$ cat src/rtl/jk_run_controller_pkg.sv
// Shared encodings for the JK run controller: counting modes, FSM states and width limits.
// Mode and state values are fixed so that reset values (MODE_UP, ST_IDLE) are all-zero.
package jk_run_controller_pkg;

    typedef enum logic [1:0] {
        MODE_UP   = 2'b00,
        MODE_DOWN = 2'b01,
        MODE_LOAD = 2'b10,
        MODE_HOLD = 2'b11
    } mode_e;

    typedef enum logic [1:0] {
        ST_IDLE = 2'b00,
        ST_RUN  = 2'b01,
        ST_DONE = 2'b10
    } state_e;

    localparam int unsigned WIDTH_MIN = 2;
    localparam int unsigned WIDTH_MAX = 8;

    // Load is a single fixed step; every other mode runs for run_len steps.
    function automatic logic mode_uses_len(input mode_e m);
        return (m != MODE_LOAD);
    endfunction

endpackage

$ cat src/rtl/jk_cell.sv
// Single JK flip-flop with clock enable and asynchronous active-low reset.
// Holds its value whenever the enable is low; excitation is supplied from outside.
module jk_cell (
    input  logic clk,
    input  logic rst_n,
    input  logic i_en,
    input  logic i_j,
    input  logic i_k,
    output logic o_q
);

    logic r_q;

    // JK characteristic equation, applied only on enabled cycles
    always_ff @(posedge clk or negedge rst_n) begin
        if (!rst_n) begin
            r_q <= 1'b0;
        end else if (i_en) begin
            r_q <= (i_j & ~r_q) | (~i_k & r_q);
        end else begin
            r_q <= r_q;
        end
    end

    assign o_q = r_q;

endmodule

$ cat src/rtl/jk_run_controller.sv
// Run controller driving a WIDTH-bit register of JK cells as an up/down/load/hold counter.
// A start in IDLE latches the run parameters; the FSM sequences RUN steps and a one-cycle DONE.
module jk_run_controller
    import jk_run_controller_pkg::*;
#(
    parameter int WIDTH = 4
) (
    input  logic             clk,
    input  logic             reset,
    input  logic             start,
    input  logic             abort,
    input  logic [1:0]       mode,
    input  logic [WIDTH-1:0] load_val,
    input  logic [WIDTH-1:0] run_len,
    output logic [WIDTH-1:0] q,
    output logic             busy,
    output logic             done
);

    localparam logic [WIDTH-1:0] STEP_ONE  = WIDTH'(1);
    localparam logic [WIDTH-1:0] STEP_ZERO = WIDTH'(0);

    state_e           r_state;
    state_e           w_state_next;
    mode_e            r_mode;
    mode_e            w_mode_next;
    mode_e            w_mode_in;
    logic [WIDTH-1:0] r_load_val;
    logic [WIDTH-1:0] w_load_val_next;
    logic [WIDTH-1:0] r_steps;
    logic [WIDTH-1:0] w_steps_next;
    logic             r_busy;
    logic             r_done;
    logic             w_cell_en;
    logic [WIDTH-1:0] w_j;
    logic [WIDTH-1:0] w_k;
    logic [WIDTH-1:0] w_q;
    logic [WIDTH-1:0] w_low_ones;
    logic [WIDTH-1:0] w_low_zeros;

    assign w_mode_in = mode_e'(mode);

    // Next-state, parameter latching and cell enable
    always_comb begin
        w_state_next    = r_state;
        w_mode_next     = r_mode;
        w_load_val_next = r_load_val;
        w_steps_next    = r_steps;
        w_cell_en       = 1'b0;
        case (r_state)
            ST_IDLE: begin
                if (start) begin
                    w_mode_next     = w_mode_in;
                    w_load_val_next = load_val;
                    if (!mode_uses_len(w_mode_in)) begin
                        w_steps_next = STEP_ONE;
                        w_state_next = ST_RUN;
                    end else if (run_len == STEP_ZERO) begin
                        w_steps_next = STEP_ZERO;
                        w_state_next = ST_DONE;
                    end else begin
                        w_steps_next = run_len;
                        w_state_next = ST_RUN;
                    end
                end else begin
                    w_state_next = ST_IDLE;
                end
            end
            ST_RUN: begin
                if (abort) begin
                    // Abort beats the final step: no update and no done pulse
                    w_steps_next = STEP_ZERO;
                    w_state_next = ST_IDLE;
                end else begin
                    w_cell_en    = 1'b1;
                    w_steps_next = r_steps - STEP_ONE;
                    if (r_steps == STEP_ONE) begin
                        w_state_next = ST_DONE;
                    end else begin
                        w_state_next = ST_RUN;
                    end
                end
            end
            ST_DONE: begin
                w_state_next = ST_IDLE;
            end
            default: begin
                w_state_next = ST_IDLE;
            end
        endcase
    end

    // Per-bit J/K excitation from the latched mode and the current register value
    always_comb begin
        w_low_ones     = '0;
        w_low_zeros    = '0;
        w_low_ones[0]  = 1'b1;
        w_low_zeros[0] = 1'b1;
        for (int i = 1; i < WIDTH; i++) begin
            w_low_ones[i]  = w_low_ones[i-1] & w_q[i-1];
            w_low_zeros[i] = w_low_zeros[i-1] & ~w_q[i-1];
        end
        w_j = '0;
        w_k = '0;
        case (r_mode)
            MODE_UP: begin
                w_j = w_low_ones;
                w_k = w_low_ones;
            end
            MODE_DOWN: begin
                w_j = w_low_zeros;
                w_k = w_low_zeros;
            end
            MODE_LOAD: begin
                w_j = r_load_val;
                w_k = ~r_load_val;
            end
            MODE_HOLD: begin
                w_j = '0;
                w_k = '0;
            end
            default: begin
                w_j = '0;
                w_k = '0;
            end
        endcase
    end

    // State, latched run parameters and registered status outputs
    always_ff @(posedge clk or negedge reset) begin
        if (!reset) begin
            r_state    <= ST_IDLE;
            r_mode     <= MODE_UP;
            r_load_val <= '0;
            r_steps    <= '0;
            r_busy     <= 1'b0;
            r_done     <= 1'b0;
        end else begin
            r_state    <= w_state_next;
            r_mode     <= w_mode_next;
            r_load_val <= w_load_val_next;
            r_steps    <= w_steps_next;
            r_busy     <= (w_state_next == ST_RUN);
            r_done     <= (w_state_next == ST_DONE);
        end
    end

    for (genvar g = 0; g < WIDTH; g++) begin : g_cell
        jk_cell u_cell (
            .clk   (clk),
            .rst_n (reset),
            .i_en  (w_cell_en),
            .i_j   (w_j[g]),
            .i_k   (w_k[g]),
            .o_q   (w_q[g])
        );
    end

    assign q    = w_q;
    assign busy = r_busy;
    assign done = r_done;

endmodule

$ cat config.mk
export PLATFORM = sky130hd
export DESIGN_NAME = jk_run_controller
export DESIGN_NICKNAME = d
export VERILOG_FILES = /design/src/rtl/jk_run_controller_pkg.sv /design/src/rtl/jk_cell.sv /design/src/rtl/jk_run_controller.sv
export SDC_FILE = /design/constraint.sdc
export NUM_CORES = 1
export LEC_CHECK = 0
export BUFFER_PORTS_ARGS = -buffer_cell sky130_fd_sc_hd__buf_2
export CORE_UTILIZATION = 40
export CTS_CLUSTER_SIZE = 10
export DETAILED_ROUTE_END_ITERATION = 8
export PLACE_DENSITY = 0.71
export SYNTH_ARGS = -nofsm -noshare
export SYNTH_HDL_FRONTEND = slang
export SYNTH_HIERARCHICAL = 1
export SYNTH_SLANG_ARGS = --single-unit
$ cat constraint.sdc
create_clock -name clk -period 3.6 [get_ports clk]
set_input_delay 0.54 -clock clk [delete_from_list [all_inputs] [get_ports clk]]
set_output_delay 0.54 -clock clk [all_outputs]
set_load 0.01 [all_outputs]
; Word level (Yosys, flattened, before mapping)
; Index checks and enable logic that the tools add are counted.
[op_classes]
add_sub_neg = 1
eq_ne = 9
n_mux = 15
bitwise = 25
reduce_logical = 6
[ops]
columns = operator, n
row1 = one-hot mux 4 bit (4 select lines), 2
row2 = 2-to-1 mux 4 bit, 4
row3 = bitwise AND 1 bit, 12
row4 = 2-to-1 mux 2 bit, 5
row5 = NOT 1 bit, 8
row6 = one-hot mux 4 bit (2 select lines), 1
row7 = equality test 2 x 1 -> 1 bit (second input constant), 3
row8 = equality test 2 bit (second input constant), 3
row9 = equality test 4 x 1 -> 1 bit (second input constant), 1
row10 = zero test 2 bit, 2
row11 = zero test 4 bit, 1
row12 = != test 2 bit (second input constant), 2
row13 = NOT 4 bit, 1
row14 = bitwise OR 1 bit, 4
row15 = one-hot mux 2 bit (2 select lines), 1
row16 = AND reduction 2 bit, 2
row17 = subtractor 4 x 1 -> 4 bit (second input constant), 1
row18 = 2-to-1 mux 1 bit, 2
row19 = nonzero test 2 bit, 1
[totals]
register_bits = 18

; Logic depth before layout (Yosys ltp)
; Gate-level depths: netlist of the first run.
[logic_depth]
depth_word = 7
depth_mapped = 6
mapped_depth_nobuf = 5

; Cells and area by module
; Netlist of the first run, hierarchy kept.
[modules_own_cells]
columns = module, n_inst, cells_per_inst, area_each_um2, seq_area_each_um2
row1 = jk_run_controller, 1, 86, 820.8, 350.3
row2 = jk_cell, 4, 3, 36.3, 25.0

; Worst setup path before layout of the first run
; No wires, ideal clock.
[synth_timing]
path_kind = input port to flip-flop
start = input start
end = register r_mode[0]
t_arrival_ns = 1.245
required_ns = 3.475
slack_ns = 2.230
path_stages = 3
n_path_buf = 1
cell_sequence = nor3b_2 buf_6 mux2_2
[synth_via]
elab_chain_len = 1
[synth_lines]
columns = item, line
row1 = "start, declared", jk_run_controller.sv:10  ; input logic start,
row2 = AND reduction 2 bit (no source line), --
row3 = "end signal, assigned", jk_run_controller.sv:140  ; r_mode <= w_mode_next;
row4 = "end, declared", jk_run_controller.sv:25  ; mode_e r_mode;
; Every way passes these cells.
; A chain may end at the register's enable or synchronous reset.

; Worst setup path after layout of the first run
[layout_timing]
start = register r_state[0]
end = register r_mode[0]
[layout_via]
elab_chain_len = 2
[layout_lines]
columns = item, line
row1 = "start, declared", jk_run_controller.sv:23  ; state_e r_state;
row2 = "start signal, assigned", jk_run_controller.sv:139  ; r_state <= w_state_next;
row3 = zero test 2 bit, jk_run_controller.sv:50  ; case (r_state)
row4 = AND reduction 2 bit (no source line), --
; Every way passes these cells.

==> summary.txt, run 1 <==
Floorplan
  • FP Rows: 17
  • Starting Density: 0.428
  • Die H: 51.1 µm
  • Die area: 0.00262 mm²
  • Die width: 51.1 µm
  • Core ar.: 0.00225 mm²
  • Boundary Pins: 20

STA
  • Count of final setup violators: 0
  • RSZ-0062 raised after global routing: false
  • Hold slack: 148 ps
  • Transition time at the pin with the least slew margin: 678 ps
  • Pins over their slew limit: 0
  • F_max: 636 MHz
  • Post-route minimum period: 1570 ps
  • Layout Skew: 7.03 ps
  • Slew headroom: 0.546
  • Final Hold Fails: 0
  • Final period utilization: 0.436
  • Setup TNS: 0 ps

Finish
  • Final non-filler cell area: 0.00111 mm²
  • # diodes: 0
  • FILL cells: 229
  • Share of cells above drive strength 1: 0.246
  • Area Growth Syn to Fin: 15.2%
  • Fin cells: 146
  • Final-stage net count: 135

Clock network
  • Num CTS Buffers: 3
  • Clk root buf: clkbuf_4
  • TritonCTS clock tree: yes
  • Clk slew on worst S/H paths: 110 ps
  • Clock tree buffer depth: 2
  • Worst-Skew Late Latency: 310 ps
  • Clock tree sinks: 18
  • Cts hold-fix bufs: 0
  • Post CTS Setup Buffer Count: 0
  • Post_cts resized: 0
  • Htree depth: 1

Synth
  • Syn Inst Count: 98
  • Post-Synthesis Cell Area: 966 µm²
  • Avg Inst Size Synth: 9.86 µm²
  • Sequential-to-total area share from yosys stat: 0.466
  • Distinct cell type count after synthesis: 31
  • #FFs+latches synth: 18
  • Synthesis Warnings: 6
  • Mapped Nets: 114

Critical path
  • Setup crit end kind: register
  • CP delay by family, top: simple AND/OR/NAND/NOR gates
  • CP peak stage delay: 610 ps
  • R2R Path Start: r_state[0]$_DFF_PN0_
  • CP Launch Type: register
  • Crit path DAT: 1780 ps
  • Slack of the worst reg-to-reg path: 2030 ps
  • Critical path class: register to register
  • Worst reg2reg path depth: 2
  • WP buf/inv: 0
  • CP max stage cell: nor3b_2
  • Worst Path Max Fanout: 12
  • Data required, critical path: 3800 ps
  • Worst reg2reg endpoint: r_mode[0]$_DFFE_PN0P_
  • CP Cell Sequence: nor3b_2, mux2_2

GRT
  • Initial antenna violation count: 0
  • Pin count of the biggest net entering global routing: 19
  • Vias in the first global route: 798
  • GRT overflow: 0
  • First-pass GRT wire length: 3680 µm
  • Total global routing track utilization: 0.192

Detailed routing
  • Detailed Routing Iterations Pass 1: 4
  • DRC errors left: 0
  • Detailed-route wire length: 2120 µm
  • Via density: 5.62
  • Iter 0 DRT Violations: 26
  • DR WL/cell: 14.5 µm
  • Via count: 820
  • DRT antenna net count: 0

Outcome
  • Status: completed

Place
  • Buffers on Ports: 19
  • GPL Wtd Cong: 0.752
  • Inst Count DP: 142
  • DP HPWL: 1510 µm
  • Placed cell area: 0.00108 mm²

Worst hold path
  • Worst min-delay path class: input pin to asynchronous set/reset pin

Flow run
  • MaxCap Viol Count: 0

Pwr
  • P_leak: 0.491 nW
  • VDD IR-drop max: 0.439 mV
  • Areal power density over the cells: 832 mW/mm²
==> synthesized netlist by cell type <==
library cell / count / share of area
a21oi_1: 7 / 0.036
a21oi_2: 1 / 0.0091
a22oi_1: 1 / 0.0078
a31oi_1: 4 / 0.026
a32o_1: 2 / 0.021
a32oi_1: 5 / 0.045
and3b_1: 2 / 0.018
buf_2: 1 / 0.0052
buf_6: 1 / 0.012
clkbuf_1: 1 / 0.0039
dfrtp_1: 18 / 0.47
ha_1: 2 / 0.026
inv_1: 8 / 0.031
mux2_2: 3 / 0.035
nand2_1: 7 / 0.027
nand2b_1: 2 / 0.013
nand3b_1: 1 / 0.0078
nor2_1: 4 / 0.016
nor2b_1: 3 / 0.019
nor3_1: 1 / 0.0052
nor3b_2: 1 / 0.013
nor3b_4: 1 / 0.019
nor4_1: 1 / 0.0065
nor4b_1: 1 / 0.0091
o21ai_0: 10 / 0.052
o21ai_1: 2 / 0.010
o21bai_1: 1 / 0.0078
o22ai_1: 3 / 0.019
o2bb2ai_1: 2 / 0.018
o31ai_1: 1 / 0.0078
or3_1: 1 / 0.0065
==> sequential cells by signal, summed over array words and instances (netlist names) <==
register and cells:
g_cell.u_cell/o_q 4, r_load_val 4, r_steps 4, r_mode 2, r_state 2, busy 1, done 1
==> worst max path at each step <==
stage	from	end	slack [ps]	cells after the start
after floorplan	start	r_mode[0]$_DFFE_PN0P_	2230	3
after global placement	start	r_mode[1]$_DFFE_PN0P_	1920	3
after detailed placement	start	r_mode[0]$_DFFE_PN0P_	1860	3
after CTS	r_state[0]$_DFF_PN0_	r_mode[0]$_DFFE_PN0P_	1990	2
after global routing	r_state[0]$_DFF_PN0_	r_mode[0]$_DFFE_PN0P_	1890	2
final	r_state[0]$_DFF_PN0_	r_mode[0]$_DFFE_PN0P_	2030	2
==> final cells by class <==
class	instances	area [µm²]	share of cell area
timing repair buffer	19	95.1	0.0855
tap	28	35.0	0.0315
sequential	18	450	0.405
multi-input combinational	69	465	0.418
clock buffer	4	36.3	0.0326
inverter	8	30.0	0.0270
==> power by group <==
| part | internal, W | switching, W |
|---|---|---|
| Sequential | 0.000293 | 0.000111 |
| Combinational | 0.000180 | 0.000212 |
| Clock | 0.0000618 | 0.0000687 |
==> per-layer routing <==
layer / GRT usage / vias to the layer above / routed length [µm]
li1: - / 405 / -
met1: 0.236 / 385 / 971
met5: 0 / - / 0
met2: 0.325 / 28 / 1040
met4: 0.0463 / 0 / 14
met3: 0.0595 / 2 / 98
==> cell usage in the layout, fill, tap and decap left out, types with 3 or more instances in the layout <==
| cell type | instances |
|---|---|
| a32oi_1 | 5 |
| nor2b_1 | 3 |
| nor2_1 | 4 |
| mux2_2 | 3 |
| o21ai_0 | 10 |
| a31oi_1 | 4 |
| dfrtp_1 | 18 |
| a21oi_1 | 7 |
| buf_2 | 19 |
| nand2_1 | 7 |
| inv_1 | 8 |
| clkbuf_4 | 3 |
| o22ai_1 | 3 |
==> cells by family after synthesis <==
family	synth area share
AO/OA/AOI/OAI	0.260
buffers and inverters	0.0518
multiplexers	0.0350
AND/OR/NAND/NOR	0.161
adder cells (fa/ha/maj)	0.0259
flip-flops	0.466
==> through the flow <==
stage	util	setup WS (ps)	total power, W
finish	0.493	2030	0.000925
global route	0.493	1890	0.00101
CTS	0.493	1990	0.000927
detailed placement	0.477	1860	0.000795
global placement	0.477	1920	0.000775
floorplan	-	2230	0.000690
==> worst register-to-register path, delay by kind of cell, from the launching register on <==
family           cells  cell delay, ps
AND/OR/NAND/NOR      1             610
multiplexers         1             410
flip-flops           1             450
Power figures use the tool's default switching activity.
==> run 2, diff against run 1 <==
==> constraint.sdc (replaced) <==
create_clock -name clk -period 1.5 [get_ports clk]
set_input_delay 0.225 -clock clk [delete_from_list [all_inputs] [get_ports clk]]
set_output_delay 0.225 -clock clk [all_outputs]
set_load 0.01 [all_outputs]
==> summary.txt, run 2 (same netlist as run 1, synthesis figures left out) <==
STA
  • Transition time at the pin with the least slew margin: 402 ps
  • Setup TNS: 0 ps
  • Pins over their slew limit: 0
  • RSZ-0062 raised after global routing: false
  • F_max: 757 MHz
  • Final Hold Fails: 0
  • Layout Skew: 4.19 ps
  • Count of final setup violators: 0
  • Slew headroom: 0.732
  • Final period utilization: 0.881
  • Post-route minimum period: 1320 ps

GRT
  • Met3 Usage GRT: 0.0298
  • Total global routing track utilization: 0.180
  • Pin count of the biggest net entering global routing: 19
  • Busiest layer in global routing: met2
  • Vias in the first global route: 812
  • M2 GR Usage: 0.331
  • First-pass GRT wire length: 3420 µm
  • GRT met1 Usage: 0.205
  • GRT overflow: 0
  • Initial antenna violation count: 0

Detailed routing
  • DR WL/cell: 13.5 µm
  • Via count: 866
  • Iter 0 DRT Violations: 14
  • Detailed-route wire length: 2050 µm
  • Detailed Routing Iterations Pass 1: 4
  • DRT antenna net count: 0
  • DRC errors left: 0
  • Via density: 5.70

Finish
  • Most common cell after layout, fill and taps aside: buf_2
  • Fin cells: 152
  • # diodes: 0
  • Share of cells above drive strength 1: 0.282
  • Leading cell types in the layout, fill and taps excluded: buf_2 (19), dfrtp_1 (18), o21ai_0 (10)
  • Final non-filler cell area: 0.00116 mm²
  • Area Growth Syn to Fin: 19.7%
  • Final-stage net count: 142

Floorplan
  • Die width: 51.1 µm
  • Core ar.: 0.00225 mm²
  • Die H: 51.1 µm
  • FP Rows: 17
  • Die area: 0.00262 mm²
  • Boundary Pins: 20
  • Starting Density: 0.428

Clock network
  • Clk slew on worst S/H paths: 100 ps
  • Worst-Skew Late Latency: 280 ps
  • Clk root buf: clkbuf_4
  • Clock tree sinks: 18
  • Clock tree buffer depth: 2
  • Htree depth: 1
  • Post CTS Setup Buffer Count: 0
  • TritonCTS clock tree: yes
  • Num CTS Buffers: 3

Critical path
  • Critical path class: register to register
  • WP buf/inv: 1
  • Worst Path Max Fanout: 9
  • CP Launch Type: register
  • Setup crit end kind: register
  • CP max stage cell: dfrtp_1
  • CP Cell Sequence: nor3b_2, buf_4, mux2_2
  • CP delay by family, top: flip-flops
  • Crit path DAT: 1500 ps
  • CP peak stage delay: 460 ps
  • Data required, critical path: 1680 ps

Place
  • Placed cell area: 0.00112 mm²
  • Buffers on Ports: 19
  • GPL Wtd Cong: 0.801
  • DP HPWL: 1580 µm
  • Inst Count DP: 148

Pwr
  • P_leak: 0.520 nW
  • Areal power density over the cells: 1930 mW/mm²
  • VDD IR-drop max: 0.900 mV

Outcome
  • Status: completed

Flow run
  • MaxCap Viol Count: 0

Worst hold path
  • Worst min-delay path class: input pin to register
-- run 2: changes by cell type in the layout (fill, tap and decap cells not counted), sizes merged --
| cell | previous run | this run |
|---|---|---|
| dlygate4sd3 | 0 | 1 |
| buf | 19 | 25 |
| clkbuf | 4 | 3 |
-- run 2: what timing repair did --
| item | in CTS | in global routing |
|---|---|---|
| hold buffers | 1 | 0 |
| endpoints found under the setup margin | 0 | 1 |
| endpoints found under the hold margin | 18 | 0 |
| resized for setup | 0 | 1 |
-- run 2: cell type report --
class / instances / area [µm²]
timing repair buffer: 26 / 150
fill: 234 / 1100
inverter: 8 / 30.0
multi-input combinational: 69 / 468
tap: 28 / 35.0
clock buffer: 3 / 22.5
sequential: 18 / 450
-- run 2: path summary, 6_finish.rpt --
path	start	to	slack (ps)	cells after the start
setup / recovery	r_state[1]$_DFF_PN0_	r_mode[0]$_DFFE_PN0P_	180	3
hold / removal	load_val[1]	r_load_val[1]$_DFFE_PN0P_	140	3
setup reg to reg	r_state[1]$_DFF_PN0_	r_mode[0]$_DFFE_PN0P_	180	3
hold reg to reg	g_cell[3].u_cell/o_q$_DFFE_PN0P_	g_cell[3].u_cell/o_q$_DFFE_PN0P_	510	1
max in group asynchronous	reset	r_mode[1]$_DFFE_PN0P_	830	2
min in group asynchronous	reset	r_load_val[3]$_DFFE_PN0P_	390	2
-- run 2: stage by stage --
step	worst slack [ps]	util	hold slack, ps	total power (W)
3_5_place_dp	133	0.497	187	0.00200
2_1_floorplan	223	-	-70.6	0.00166
6_report	179	0.513	144	0.00223
5_1_grt	91.4	0.513	154	0.00243
4_1_cts	120	0.512	137	0.00224
3_3_place_gp	229	0.497	176	0.00194
-- run 2: worst min-delay path: cells and delay by family --
kind	cells	cell delay, ps
AO/OA/AOI/OAI	1	60
buffers and inverters	1	70
AND/OR/NAND/NOR	1	30
-- run 2: metal layers --
metal	part of all wire	vias to the layer above	wire length, µm
met5	0	-	0
met4	0	0	0
met3	0.044	0	91
met2	0.51	22	1050
met1	0.44	423	904
li1	-	421	-
-- run 2: report_power, final --
| group | internal (W) | total [W] | switching [W] |
|---|---|---|---|
| clock network | 0.0000931 | 0.000230 | 0.000137 |
| registers | 0.000703 | 0.000956 | 0.000254 |
| logic | 0.000504 | 0.00104 | 0.000537 |
| total | 0.00130 | 0.00223 | 0.000928 |
==> run 3, diff against run 2 <==
--- a/config.mk
+++ b/config.mk
@@ -5,12 +5,11 @@
 export SDC_FILE = /design/constraint.sdc
 export NUM_CORES = 1
 export LEC_CHECK = 0
-export BUFFER_PORTS_ARGS = -buffer_cell sky130_fd_sc_hd__buf_2
 export CORE_UTILIZATION = 40
 export CTS_CLUSTER_SIZE = 10
 export DETAILED_ROUTE_END_ITERATION = 8
-export PLACE_DENSITY = 0.71
+export DONT_BUFFER_PORTS = 1
+export PLACE_DENSITY = 0.64
 export SYNTH_ARGS = -nofsm -noshare
 export SYNTH_HDL_FRONTEND = slang
-export SYNTH_HIERARCHICAL = 1
 export SYNTH_SLANG_ARGS = --single-unit
==> summary.txt, run 3 <==
Place
  • Buffers on Ports: 0
  • Inst Count DP: 131
  • Placed cell area: 0.00105 mm²
  • GPL Wtd Cong: 0.841
  • DP HPWL: 1470 µm

STA
  • Slew headroom: 0.476
  • Post-route minimum period: 1460 ps
  • Transition time at the pin with the least slew margin: 784 ps
  • Final Hold Fails: 0
  • Pins over their slew limit: 0
  • Setup TNS: 0 ps
  • Count of final setup violators: 0
  • F_max: 683 MHz
  • Final period utilization: 0.976
  • RSZ-0062 raised after global routing: true
  • Layout Skew: 8.12 ps

Critical path
  • Critical path class: register to register
  • CP Cell Sequence: or3_4, nand2b_4, a221oi_2, mux2i_1
  • CP Launch Type: register
  • CP peak stage delay: 390 ps
  • Setup crit end kind: register
  • Crit path DAT: 1680 ps
  • Worst Path Max Fanout: 2
  • Data required, critical path: 1720 ps
  • CP max stage cell: dfrtp_1
  • WP buf/inv: 0
  • CP delay by family, top: simple AND/OR/NAND/NOR gates

Floorplan
  • Die width: 52.1 µm
  • Die area: 0.00271 mm²
  • Die H: 52.1 µm
  • Starting Density: 0.440
  • FP Rows: 17
  • Boundary Pins: 20
  • Core ar.: 0.00228 mm²

Clock network
  • Clk slew on worst S/H paths: 110 ps
  • Num CTS Buffers: 3
  • Clock tree sinks: 18
  • Clock tree buffer depth: 2
  • Htree depth: 1
  • Clk root buf: clkbuf_4
  • Worst-Skew Late Latency: 290 ps
  • TritonCTS clock tree: yes

Synth
  • Post-Synthesis Cell Area: 0.00100 mm²
  • Area leader, netlist: dfrtp_1
  • #FFs+latches synth: 18
  • Avg Inst Size Synth: 9.73 µm²
  • Synth top area share: 0.449
  • Top cells by area, synth: dfrtp_1 (45%), o21ai_0 (6.0%), mux2_2 (4.5%)
  • Mapped Nets: 119
  • Most common cell in the netlist: dfrtp_1
  • Ys async rst share: 1.00
  • Distinct cell type count after synthesis: 34
  • Synthesis Warnings: 0
  • Syn Inst Count: 103
  • Post-synth top cells: dfrtp_1 (18), o21ai_0 (12), nor2_1 (8)
  • Post-synth EDFFs: 0
  • Synth Flop Type: dfrtp_1
  • Sequential-to-total area share from yosys stat: 0.449

Finish
  • Multi-input combinational cell area: 492 µm²
  • Most common cell after layout, fill and taps aside: dfrtp_1
  • Final non-filler cell area: 0.00111 mm²
  • Final-stage net count: 127
  • Fin cells: 137
  • # diodes: 0
  • FILL cells: 210
  • FF+latch area: 450 µm²
  • Share of cells above drive strength 1: 0.239
  • Leading cell types in the layout, fill and taps excluded: dfrtp_1 (18), o21ai_0 (12), buf_4 (10)
  • Area Growth Syn to Fin: 10.9%

Detailed routing
  • Iter 0 DRT Violations: 7
  • DRT antenna net count: 0
  • Via count: 757
  • Detailed Routing Iterations Pass 1: 4
  • Detailed-route wire length: 2050 µm
  • DR WL/cell: 15.0 µm
  • Via density: 5.53
  • DRC errors left: 0

GRT
  • Pin count of the biggest net entering global routing: 19
  • Initial antenna violation count: 0
  • Vias in the first global route: 751
  • GRT overflow: 0
  • First-pass GRT wire length: 3450 µm
  • Total global routing track utilization: 0.179

Pwr
  • Pwr Total: 0.00212 W
  • VDD IR-drop max: 0.768 mV
  • Areal power density over the cells: 1910 mW/mm²
  • P_leak: 0.489 nW

Flow run
  • MaxCap Viol Count: 0

Outcome
  • Status: completed

Worst hold path
  • Worst min-delay path class: input pin to register
==> run 3: changes by cell type in the layout (fill, tap and decap cells not counted), sizes merged, moves of 3 or more <==
| cell | before | now |
|---|---|---|
| a32oi | 5 | 0 |
| buf | 25 | 10 |
| a21oi | 8 | 5 |
| mux2i | 0 | 3 |
| a31oi | 4 | 1 |
| nor2 | 4 | 8 |
==> run 3: area by class of cell <==
type / count / area share
clock buffer: 3 / 0.0203
timing repair buffer: 11 / 0.0766
inverter: 7 / 0.0236
multi-input combinational: 70 / 0.443
sequential: 18 / 0.405
tap: 28 / 0.0315
==> run 3: per-layer routing <==
| layer | GRT usage | up-vias | part of all wire |
|---|---|---|---|
| met5 | 0 | - | 0 |
| met4 | 0.104 | 0 | 0.015 |
| met3 | 0.0497 | 4 | 0.053 |
| met2 | 0.248 | 14 | 0.45 |
| met1 | 0.246 | 359 | 0.48 |
| li1 | - | 380 | - |
==> run 3: final timing paths <==
check	from	endpoint	slack, ps	depth (start not counted)
worst max-delay path	g_cell[0].u_cell.o_q$_DFFE_PN0P_	g_cell[3].u_cell.o_q$_DFFE_PN0P_	40	4
worst max register to register	g_cell[0].u_cell.o_q$_DFFE_PN0P_	g_cell[3].u_cell.o_q$_DFFE_PN0P_	40	4
max in group asynchronous	reset	r_steps[1]$_DFFE_PN0P_	560	1
worst min-delay path	mode[0]	r_mode[0]$_DFFE_PN0P_	50	2
min in group asynchronous	reset	r_load_val[2]$_DFFE_PN0P_	450	1
worst min register to register	r_load_val[3]$_DFFE_PN0P_	r_load_val[3]$_DFFE_PN0P_	520	1
==> run 3: timing repair <==
item	4_1_cts	5_1_grt
buffers inserted	0	2
setup endpoints to repair	0	3
resized for setup	0	4
hold buffers	1	0
endpoints found under the hold margin	18	0
==> run 3: kinds of logic after synthesis <==
logic type	Yosys count	share of synthesized area
flops	18	0.449
fa+ha+maj	2	0.0250
compound gates	30	0.190
buf+inv	15	0.0762
simple gates	31	0.185
mux	7	0.0749
==> run 3: through the flow <==
step / util / worst slack [ps] / hold WS, ps
after floorplan: - / 44.3 / -70.6
after detailed placement: 0.460 / 47.4 / -70.2
final: 0.488 / 35.7 / 48.9
after CTS: 0.474 / 7.32 / 42.0
after global placement: 0.460 / 34.8 / -70.2
after global routing: 0.488 / -9.23 / 28.0
==> run 3: power by group <==
part / total, W / switching, W / internal [W]
clock: 0.000239 / 0.000146 / 0.0000933
sequential: 0.000896 / 0.000198 / 0.000698
combinational: 0.000987 / 0.000509 / 0.000478
